**src/rtl/m1_frame_sequencer_pkg.sv**
```systemverilog
// m1_frame_sequencer_pkg
//   Shared definitions for the telemetry frame path (sequencer, word filler,
//   serializer): FSM state encodings, frame geometry constants and the
//   pointer/group widths.
//   No ports.
package m1_frame_sequencer_pkg;

  // Sequencer FSM encodings (2 bits).
  localparam logic [1:0] ST_IDLE  = 2'd0;
  localparam logic [1:0] ST_RUN   = 2'd1;
  localparam logic [1:0] ST_DRAIN = 2'd2;

  // Frame geometry.
  localparam int WORDS_PER_PHRASE = 128;
  localparam int GROUPS_PER_FRAME = 32;
  localparam int PTR_W            = 7;
  localparam int GRP_W            = 5;

  // True for the states in which words are being sequenced.
  function automatic logic st_active(input logic [1:0] st);
    return (st == ST_RUN) || (st == ST_DRAIN);
  endfunction

endpackage

```
**src/rtl/m1_word_divider.sv**
```systemverilog
// m1_word_divider
//   Word-period counter: counts 0..PERIOD-1 while enabled and wraps; clr
//   forces it back to 0 on the next edge.
//   Ports:
//     clk    in   system clock
//     reset  in   asynchronous active-low reset
//     clr    in   return the count to 0 on the next edge (wins over en)
//     en     in   advance the count on the next edge
//     wrap   out  current count is PERIOD-1 (the coming edge wraps if enabled)
//     tick0  out  count after the coming edge will be 0
//     tick1  out  count after the coming edge will be 1
//     last   out  count after the coming edge will be PERIOD-1
//   The tick/last flags look one edge ahead so the caller can register its
//   strobes and have them line up with the count value they describe.
module m1_word_divider #(
  parameter int PERIOD = 120
) (
  input  logic clk,
  input  logic reset,
  input  logic clr,
  input  logic en,
  output logic wrap,
  output logic tick0,
  output logic tick1,
  output logic last
);

  localparam int CW = $clog2(PERIOD);
  localparam logic [CW-1:0] CNT_MAX = CW'(PERIOD - 1);

  logic [CW-1:0] count;
  logic [CW-1:0] count_nxt;

  // Next count: clear, advance with wrap, or hold.
  always_comb begin
    count_nxt = count;
    if (clr) begin
      count_nxt = '0;
    end else if (en) begin
      if (count == CNT_MAX) begin
        count_nxt = '0;
      end else begin
        count_nxt = count + CW'(1);
      end
    end else begin
      count_nxt = count;
    end
  end

  // Count register.
  always_ff @(posedge clk or negedge reset) begin
    if (!reset) begin
      count <= '0;
    end else begin
      count <= count_nxt;
    end
  end

  // wrap deliberately ignores clr/en: the caller derives clr from it.
  assign wrap  = (count == CNT_MAX);
  assign tick0 = (count_nxt == '0);
  assign tick1 = (count_nxt == CW'(1));
  assign last  = (count_nxt == CNT_MAX);

endmodule

```
**src/rtl/m1_frame_sequencer.sv**
```systemverilog
// m1_frame_sequencer
//   Generates the word/phrase/frame timing for the telemetry frame path.
//   Once run is seen, whole frames of GROUPS_PER_FRAME phrases of
//   WORDS_PER_PHRASE words are sequenced, one word every WORD_PERIOD clocks.
//   Dropping run lets the current frame finish before returning to idle.
//   Ports:
//     clk           in   system clock
//     reset         in   asynchronous active-low reset (already synchronized)
//     run           in   level request to generate frames
//     bufGetWord    out  strobe: filler latches word at bufRdPointer
//     bufRdPointer  out  word index within the phrase
//     cntGrp        out  phrase index within the frame
//     wordLoad      out  strobe one clock after bufGetWord
//     phraseStart   out  bufGetWord of word 0
//     frameDone     out  last clock of the last word of the frame
//     busy          out  frame sequencing in progress
//   Every output is a flop loaded from next-state decode, so run reaches the
//   outputs only through a register.
module m1_frame_sequencer #(
  parameter int WORD_PERIOD      = 120,
  parameter int WORDS_PER_PHRASE = 128,
  parameter int GROUPS_PER_FRAME = 32
) (
  input  logic       clk,
  input  logic       reset,
  input  logic       run,
  output logic       bufGetWord,
  output logic [6:0] bufRdPointer,
  output logic [4:0] cntGrp,
  output logic       wordLoad,
  output logic       phraseStart,
  output logic       frameDone,
  output logic       busy
);

  import m1_frame_sequencer_pkg::*;

  localparam logic [PTR_W-1:0] PTR_LAST = PTR_W'(WORDS_PER_PHRASE - 1);
  localparam logic [GRP_W-1:0] GRP_LAST = GRP_W'(GROUPS_PER_FRAME - 1);

  logic [1:0]       state;
  logic [1:0]       state_nxt;
  logic [PTR_W-1:0] ptr_nxt;
  logic [GRP_W-1:0] grp_nxt;
  logic             clr;
  logic             active;
  logic             active_nxt;
  logic             frame_end;
  logic             wrap;
  logic             tick0;
  logic             tick1;
  logic             last;

  assign active     = st_active(state);
  assign active_nxt = st_active(state_nxt);
  // Current clock is the final clock of the frame.
  assign frame_end  = active && wrap && (bufRdPointer == PTR_LAST) &&
                      (cntGrp == GRP_LAST);

  m1_word_divider #(
    .PERIOD (WORD_PERIOD)
  ) u_word_divider (
    .clk   (clk),
    .reset (reset),
    .clr   (clr),
    .en    (active),
    .wrap  (wrap),
    .tick0 (tick0),
    .tick1 (tick1),
    .last  (last)
  );

  // FSM next state and pointer/group advance.
  always_comb begin
    state_nxt = state;
    ptr_nxt   = bufRdPointer;
    grp_nxt   = cntGrp;
    clr       = 1'b0;
    case (state)
      ST_IDLE: begin
        clr       = 1'b1;
        ptr_nxt   = '0;
        grp_nxt   = '0;
        state_nxt = run ? ST_RUN : ST_IDLE;
      end
      ST_RUN, ST_DRAIN: begin
        if ((state == ST_DRAIN) && frame_end && !run) begin
          // Frame finished with no further request: stop and clear.
          state_nxt = ST_IDLE;
          clr       = 1'b1;
          ptr_nxt   = '0;
          grp_nxt   = '0;
        end else begin
          // Otherwise keep sequencing; run only picks RUN vs DRAIN, and a
          // frame boundary wraps straight into the next frame.
          state_nxt = run ? ST_RUN : ST_DRAIN;
          if (wrap) begin
            ptr_nxt = (bufRdPointer == PTR_LAST) ? '0 : bufRdPointer + PTR_W'(1);
            if (bufRdPointer == PTR_LAST) begin
              grp_nxt = (cntGrp == GRP_LAST) ? '0 : cntGrp + GRP_W'(1);
            end else begin
              grp_nxt = cntGrp;
            end
          end else begin
            ptr_nxt = bufRdPointer;
            grp_nxt = cntGrp;
          end
        end
      end
      default: begin
        state_nxt = ST_IDLE;
        clr       = 1'b1;
        ptr_nxt   = '0;
        grp_nxt   = '0;
      end
    endcase
  end

  // State, counters and registered strobes.
  always_ff @(posedge clk or negedge reset) begin
    if (!reset) begin
      state        <= ST_IDLE;
      bufRdPointer <= '0;
      cntGrp       <= '0;
      bufGetWord   <= 1'b0;
      wordLoad     <= 1'b0;
      phraseStart  <= 1'b0;
      frameDone    <= 1'b0;
      busy         <= 1'b0;
    end else begin
      state        <= state_nxt;
      bufRdPointer <= ptr_nxt;
      cntGrp       <= grp_nxt;
      bufGetWord   <= active_nxt && tick0;
      wordLoad     <= active_nxt && tick1;
      phraseStart  <= active_nxt && tick0 && (ptr_nxt == '0);
      frameDone    <= active_nxt && last && (ptr_nxt == PTR_LAST) &&
                      (grp_nxt == GRP_LAST);
      busy         <= active_nxt;
    end
  end

endmodule

```
**config.mk**
```make
export PLATFORM = sky130hd
export DESIGN_NAME = m1_frame_sequencer
export DESIGN_NICKNAME = d
export VERILOG_FILES = /design/src/rtl/m1_frame_sequencer_pkg.sv /design/src/rtl/m1_word_divider.sv /design/src/rtl/m1_frame_sequencer.sv
export SDC_FILE = /design/constraint.sdc
export NUM_CORES = 1
export LEC_CHECK = 0
export CORE_MARGIN = 3
export CORE_UTILIZATION = 45
export DETAILED_ROUTE_END_ITERATION = 16
export HOLD_SLACK_MARGIN = 0.03
export PLACE_DENSITY = 0.73
export SKIP_LAST_GASP = 1
export SLEW_MARGIN = 0
export SYNTH_ARGS = -nofsm -noshare
export SYNTH_HDL_FRONTEND = slang
export SYNTH_SLANG_ARGS = --single-unit
```
**constraint.sdc**
```tcl
create_clock -name clk -period 3.5 [get_ports clk]
set_clock_uncertainty 0.2 [all_clocks]
set_input_delay 0.7 -clock clk [delete_from_list [all_inputs] [get_ports clk]]
set_output_delay 0.7 -clock clk [all_outputs]
set_load 0.02 [all_outputs]
```
-- After elaboration in Yosys (flattened, before gate mapping)
Index checks and enable logic that the tools add are counted.
- flip-flop bits (word level): 26
- input bits: 3
- logic and storage cells: 59
- $add $sub $neg: 3
- equal/unequal tests: 11
- mux-type cells: 18
- reduce and logical (&&, ||, !) cells: 18
- operator list (operator ; number):
    7-bit two-way mux ; 7
    7-bit equality test (second input constant) ; 4
    5-bit two-way mux ; 5
    7-bit by 1-bit adder with 7-bit output (second input constant) ; 2
    7-bit zero test ; 2
    1-bit logical AND ; 11
    5-bit equality test (second input constant) ; 2
    7-bit by 1-bit equality test with 1-bit output (second input constant) ; 1
    5-bit by 1-bit adder with 5-bit output (second input constant) ; 1
    2-bit by 1-bit equality test with 1-bit output (second input constant) ; 2
    2-bit equality test (second input constant) ; 2
    2-bit two-way mux ; 2
    2-bit case mux with 2 select lines ; 1
    1-bit two-way mux ; 3
    2-bit zero test ; 1
    1-bit logical OR ; 2
    2-bit OR reduction ; 1
    1-bit zero test ; 1

-- Logic depth before layout (Yosys ltp)
Gate-level depths: netlist of the first run.
- word-level depth: 14
- mapped depth: 8
- depth with buffers taken out: 7

-- By module
From an unflattened synthesis of the first run, not the netlist that was laid out.
- cell total of the unflattened synthesis: 169
- area total of the unflattened synthesis: 1645.3 µm²
- by module, submodules not included (module ; times used ; cells each ; area an instance (µm²) ; sequential area each (µm²)):
    m1_frame_sequencer ; 1 ; 119 ; 1147.4 ; 475.5
    m1_word_divider ; 1 ; 50 ; 498.0 ; 175.2

-- Worst setup path before layout of the first run
OpenSTA, ideal clock, no wires.
- path type: reg-to-reg
- from: register cntGrp[0]
- to: register frameDone
- data arrival time: 2.276 ns
- path slack: 0.929 ns
- stages on the path, launching flop included: 7
- path buffers: 0
- cells stage by stage: dfrtp_1 ha_1 and3_1 ha_1 or4b_4 a2111o_1 nor4_2
- longest elaborated chain between the ends: 11
- ends and longest elaborated chain (item ; RTL line ; source):
    start, declared ; m1_frame_sequencer.sv:29 ; output logic [4:0] cntGrp,
    start signal, assigned ; m1_frame_sequencer.sv:133 ; cntGrp <= grp_nxt;
    parallel branches: the longest is 10 deep, another holds 5-bit by 1-bit adder with 5-bit output ; -- ;
    1-bit logical AND (*) ; m1_frame_sequencer.sv:137 ; frameDone <= active_nxt && last && (ptr_nxt == PTR_LAST) &&
    end signal, assigned ; m1_frame_sequencer.sv:137 ;
    end, declared ; m1_frame_sequencer.sv:32 ; output logic frameDone,
Mark *: on every way between the ends.

-- Worst setup path in the final report of the first run
- from: register u_word_divider.count[0]
- to: register frameDone
- longest elaborated chain between the ends: 13
- ends and longest elaborated chain (item ; RTL line ; source):
    start, declared ; m1_word_divider.sv:31 ; logic [CW-1:0] count;
    start signal, assigned ; m1_word_divider.sv:55 ; count <= count_nxt;
    parallel branches: the longest is 12 deep, another holds 7-bit by 1-bit adder with 7-bit output ; -- ;
    1-bit logical AND (*) ; m1_frame_sequencer.sv:137 ;
Marked as above.

==> metrics.csv, run 1 <==
stage,metric,value,unit
routing,wl_met1,1.717,mm
sta,max_slew_margin,50.88,%
critical_path,cp_cell_sequence,ha_1 > and4_1 > nand4_4 > or4b_4 > a2111o_1 > nor4_2,
synth,synth-seq-cells,26,
critical_path,path_class,register to register,
synth,seq_area_frac_synth,40.88,%
finish,layout-drive-gt1-share,9.474,%
power_and_ir_drop,leakagePower,0.7356,nW
worst_hold_path,min_from,u_word_divider.count[0],
critical_path,r2r-start,u_word_divider.count[0],
worst_hold_path,hold_class,register to register,
synth,synth_edf_count,0,
placed_design,hpwl,2.815,mm
synth,syn_nets,180,
global_routing,grt_pass1_vias,1363,
cts,htree_levels,1,
worst_hold_path,hold_end,u_word_divider.count[0],
placed_design,io_buffers,19,
routing,first_pass_iters,4,
sta,rsz0062_at_grt,no,
routing,initialDrtViolationCount,277,
cts,cts_resized,0,
cts,hold_buffers,0,
synth,synthDistinctLibCells,48,
finish,multi_input_area,869.6,µm²
synth,async_flop_share,100.0,%
global_routing,grt-ovfl-total,0,
outcome,status,"complete, no violations",
critical_path,r2r_end,frameDone,
finish,diodes,0,
cts,numClockSinks,26,
placed_design,gp_congestion,0.9956,
critical_path,ff2ff_setup_slack,0.66,ns
routing,wl_met3,204,µm
synth,yosysWarnings,0,
critical_path,cp_slowest_cell,or4b_4,
run,maxCapViolCount,0,
critical_path,end_kind,register,
routing,vias_per_cell,6.098,
global_routing,antenna_found_initial,0,
routing,dr_wl_met2,1.791,mm
sta,fmax,352.4,MHz
synth,ys_top_cells_by_area,"dfrtp_1, ha_1, nand2_1",
routing,final_antenna_net_count,0,
critical_path,crit_fanout,9,
global_routing,grt_pass1_wl,6.499,mm
synth,syn_avg_cell_area,9.362,µm²
critical_path,critPathArrivalTime,2.88,ns
routing,top_layer,met4,
critical_path,ff2ff_path_depth,6,
sta,worst_pin_slew,0.7306,ns
routing,wire_per_inst,16.23,µm
cts,cts_tree,yes,
routing,drc_errors,0,
global_routing,grt_max_degree,27,
die,core,3203,µm²
die,fp.dieH,65.47,µm
routing,wirelength,3.798,mm
synth,netlist_instances,170,
critical_path,cp.required,3.54,ns
power_and_ir_drop,finalPower,0.9245,mW
finish,ff_latch_area,650.6,µm²
die,num_rows,20,
die,ios,20,
worst_hold_path,hold_depth,1,
finish,most-common-layout-cells,"dfrtp_1, clkdlybuf4s50_1, nand2_1",
sta,finalSetupViolCount,0,
sta,setup_tns,0,ns
sta,min_period_over_period,81.07,%
routing,vias,1427,
finish,area_growth,16.27,%
die,initial_core_util,49.69,%
global_routing,grt_usage,19.44,%
critical_path,critPathMaxStageDelay,0.52,ns
die,dieArea,4286,µm²
sta,finalMaxSlewViolations,0,
cts,cts_root_buf,clkbuf_4,
sta,fin_crit,2.837,ns
cts,clock_path_buffers,2,
synth,yosys.area.top_type_share,40.88,%
synth,ys.flop_type,dfrtp_1,
synth,yosysTopAreaCell,dfrtp_1,
power_and_ir_drop,power_per_cell_area,499.6,nW/µm²
synth,synth.cell_area,1592,µm²
sta,finalHoldViolCount,0,
cts,insertion_delay,0.32,ns
cts,post-cts-setup-buffers,0,
cts,path_clk_slew,0.14,ns
critical_path,start_kind,register,
finish,num-fill-cells,306,
cts,cts_buffers,3,
finish,fin_nets,201,
finish,layout.cells.most_common,dfrtp_1,
die,fp.dieW,65.47,µm
power_and_ir_drop,ir_drop,0.0005475,V
## area by class of cell
class,count,area share (%)
clock buffer,4,1.961
inverter,5,1.014
multi-input combinational,132,46.99
tap,44,2.975
timing repair buffer,23,11.90
sequential,26,35.16
## sequential cells by signal (all words and copies together), names as in the netlist
signal and cells:
bufGetWord 1, bufRdPointer 7, busy 1, cntGrp 5, frameDone 1, phraseStart 1, state 2, u_word_divider.count 7
wordLoad 1
## per-stage QoR
step / instance area [µm²] / setup WS [ns] / instances / util [%] / hold slack (ns)
CTS: 1851 / 0.6905 / 234 / 57.77 / 0.3413
floorplan: 1592 / 0.9287 / 170 / - / 0.2044
detailed placement: 1814 / 0.7392 / 230 / 56.64 / 0.3261
finish: 1851 / 0.6626 / 234 / 57.77 / 0.3464
global placement: 1814 / 0.8153 / 230 / 56.64 / 0.3003
global route: 1851 / 0.5216 / 234 / 57.77 / 0.3754
## critical path: cells and delay by family (launching register included)
kind            cells  cell delay, ns
compound gates      1            0.44
fa+ha+maj           1            0.31
flops               1            0.45
simple gates        4            1.34
## how the worst max path moves through the flow
stage	start	endpoint	slack (ns)	cells after the start
final	u_word_divider.count[0]	frameDone	0.66	6
after global routing	u_word_divider.count[0]	wordLoad	0.52	6
after CTS	u_word_divider.count[0]	frameDone	0.69	6
after detailed placement	u_word_divider.count[0]	frameDone	0.74	6
after global placement	u_word_divider.count[0]	frameDone	0.82	6
after floorplan	cntGrp[0]	frameDone	0.93	6
## synthesized netlist by cell type (all sizes together), types with 3 or more instances
library cell,n
xnor2,5
nand2b,3
a21oi,11
nand4,7
o21ai,6
buf,4
clkbuf,3
ha,7
inv,5
and4,3
nor2,13
nand3,6
a31oi,4
and3,6
nor4,3
dfrtp,26
nor3,7
nand2,18
## per-layer routing
layer / GRT usage (%) / vias to the layer above
met1: 25.35 / 687
met2: 31.48 / 51
met5: 0 / -
met3: 4.103 / 10
met4: 7.513 / 0
li1: - / 679
## logic make-up (layout without fill, tap and decap cells)
logic type | count (synthesis) | in the layout | share of synthesized area (%)
xor gates and xnor gates | 7 | 7 | 3.852
AOI/OAI and AO/OA | 39 | 39 | 16.51
muxes | 1 | 1 | 0.6290
adders and majority gates | 7 | 7 | 5.503
DFF | 26 | 26 | 40.88
and+or+nand+nor | 78 | 78 | 28.15
buffers and inverters | 12 | 32 | 4.481
## power breakdown
group	total, mW	leakage [nW]	internal (mW)	switching [mW]
clock	0.153	0.0210	0.0636	0.0893
sequential	0.375	0.354	0.345	0.0302
combinational	0.396	0.361	0.143	0.253
(Power assumes the default switching activity.)
==> run 2: changes to the inputs <==
==> constraint.sdc (replaced) <==
create_clock -name clk -period 2.8 [get_ports clk]
set_clock_uncertainty 0.2 [all_clocks]
set_input_delay 0.56 -clock clk [delete_from_list [all_inputs] [get_ports clk]]
set_output_delay 0.56 -clock clk [all_outputs]
set_load 0.02 [all_outputs]
==> metrics.csv, run 2 (same netlist as run 1, synthesis figures left out) <==
stage,metric,value,unit
finish,layout.cells.most_common,dfrtp_1,
sta,fin_crit,2.658,ns
finish,diodes,0,
outcome,status,"complete, no violations",
critical_path,start_kind,register,
sta,rsz0062_at_grt,no,
die,initial_core_util,49.69,%
global_routing,antenna_found_initial,0,
die,dieArea,4286,µm²
cts,insertion_delay,0.32,ns
sta,setup_tns,0,ns
placed_design,placedCellCount,237,
routing,wirelength,3.806,mm
placed_design,hpwl,2.900,mm
cts,htree_levels,1,
sta,min_period_over_period,94.91,%
critical_path,cp.required,2.84,ns
cts,path_clk_slew,0.14,ns
sta,finalSetupViolCount,0,
sta,finalHoldViolCount,0,
power_and_ir_drop,power_per_cell_area,626.6,nW/µm²
power_and_ir_drop,leakagePower,0.7683,nW
die,fp.dieW,65.47,µm
routing,drc_errors,0,
sta,max_slew_margin,59.86,%
global_routing,grt_usage,19.61,%
sta,finalMaxSlewViolations,0,
routing,vias,1460,
cts,hold_buffers,0,
critical_path,end_kind,register,
placed_design,io_buffers,19,
die,core,3203,µm²
finish,final_cells,241,
finish,layout-drive-gt1-share,12.69,%
cts,post-cts-setup-buffers,0,
critical_path,critPathArrivalTime,2.70,ns
placed_design,gp_congestion,0.9069,
global_routing,grt_pass1_vias,1366,
routing,vias_per_cell,6.058,
die,num_rows,20,
critical_path,crit_fanout,9,
worst_hold_path,hold_class,register to register,
sta,worst_pin_slew,0.5981,ns
finish,fin_nets,208,
power_and_ir_drop,ir_drop,0.0005586,V
sta,fmax,376.3,MHz
die,ios,20,
critical_path,path_class,register to register,
global_routing,grt_max_degree,27,
global_routing,grt_pass1_wl,6.458,mm
routing,final_antenna_net_count,0,
power_and_ir_drop,finalPower,1.192,mW
finish,area_growth,19.58,%
finish,reg.largest.list,"bufRdPointer: 7 flops, u_word_divider.count: 7 flops, cntGrp: 5 flops",
cts,cts_root_buf,clkbuf_4,
cts,cts_resized,0,
routing,wire_per_inst,15.79,µm
cts,cts_tree,yes,
run,maxCapViolCount,0,
cts,clock_path_buffers,2,
cts,numClockSinks,26,
cts,cts_buffers,3,
finish,most-common-layout-cells,"dfrtp_1, clkdlybuf4s50_1, nand2_1",
die,fp.dieH,65.47,µm
routing,first_pass_iters,4,
global_routing,grt-ovfl-total,0,
routing,initialDrtViolationCount,90,
==> run 2: changes by cell type in the layout (fill, tap and decap cells not counted), sizes merged <==
cell and change:
buf +7
==> run 2: final timing paths <==
| path | from | endpoint | slack (ns) | cells after the start |
|---|---|---|---|---|
| worst max-delay path | u_word_divider.count[0] | frameDone | 0.14 | 6 |
| worst min-delay path | u_word_divider.count[0] | u_word_divider.count[0] | 0.35 | 1 |
| worst max register to register | u_word_divider.count[0] | frameDone | 0.14 | 6 |
| worst min register to register | u_word_divider.count[0] | u_word_divider.count[0] | 0.35 | 1 |
| max in group asynchronous | reset | cntGrp[3] | 1.77 | 2 |
| min in group asynchronous | reset | bufRdPointer[4] | 0.38 | 2 |
==> run 2: routing by layer <==
metal,vias up,GRT usage (%),part of all wire [%]
met5,-,0,0
met3,6,2.906,4.1
met4,0,7.513,1.7
met2,51,32.49,48
met1,711,25.76,46
li1,692,-,-
==> run 2: worst max-delay path, stage by stage, from the launching register on <==
cell	delay, ns
dfrtp_1	0.45
ha_1	0.30
and4_1	0.30
nand4_4	0.17
or4b_4	0.52
a2111o_1	0.43
nor4_2	0.20
==> run 2: cell type report <==
cell class | count | area (µm²)
fill | 300 | 1300
multi-input combinational | 132 | 869.6
sequential | 26 | 650.6
timing repair buffer | 30 | 272.8
tap | 44 | 55.05
clock buffer | 4 | 36.28
inverter | 5 | 18.77
==> run 2: stage by stage <==
stage	setup WS (ns)	hold WS, ns	area (µm²)	util [%]
after floorplan	0.2287	0.06441	1592	-
after global placement	0.2705	0.2959	1867	58.28
after detailed placement	0.1870	0.3324	1867	58.28
after CTS	0.1488	0.3540	1903	59.41
after global routing	0.005262	0.3923	1903	59.41
final	0.1424	0.3515	1903	59.41
==> run 2: power breakdown <==
| group | switching (mW) | leakage, nW | internal (mW) |
|---|---|---|---|
| clock | 0.111 | 0.0210 | 0.0797 |
| combinational | 0.325 | 0.393 | 0.211 |
| sequential | 0.0342 | 0.354 | 0.431 |
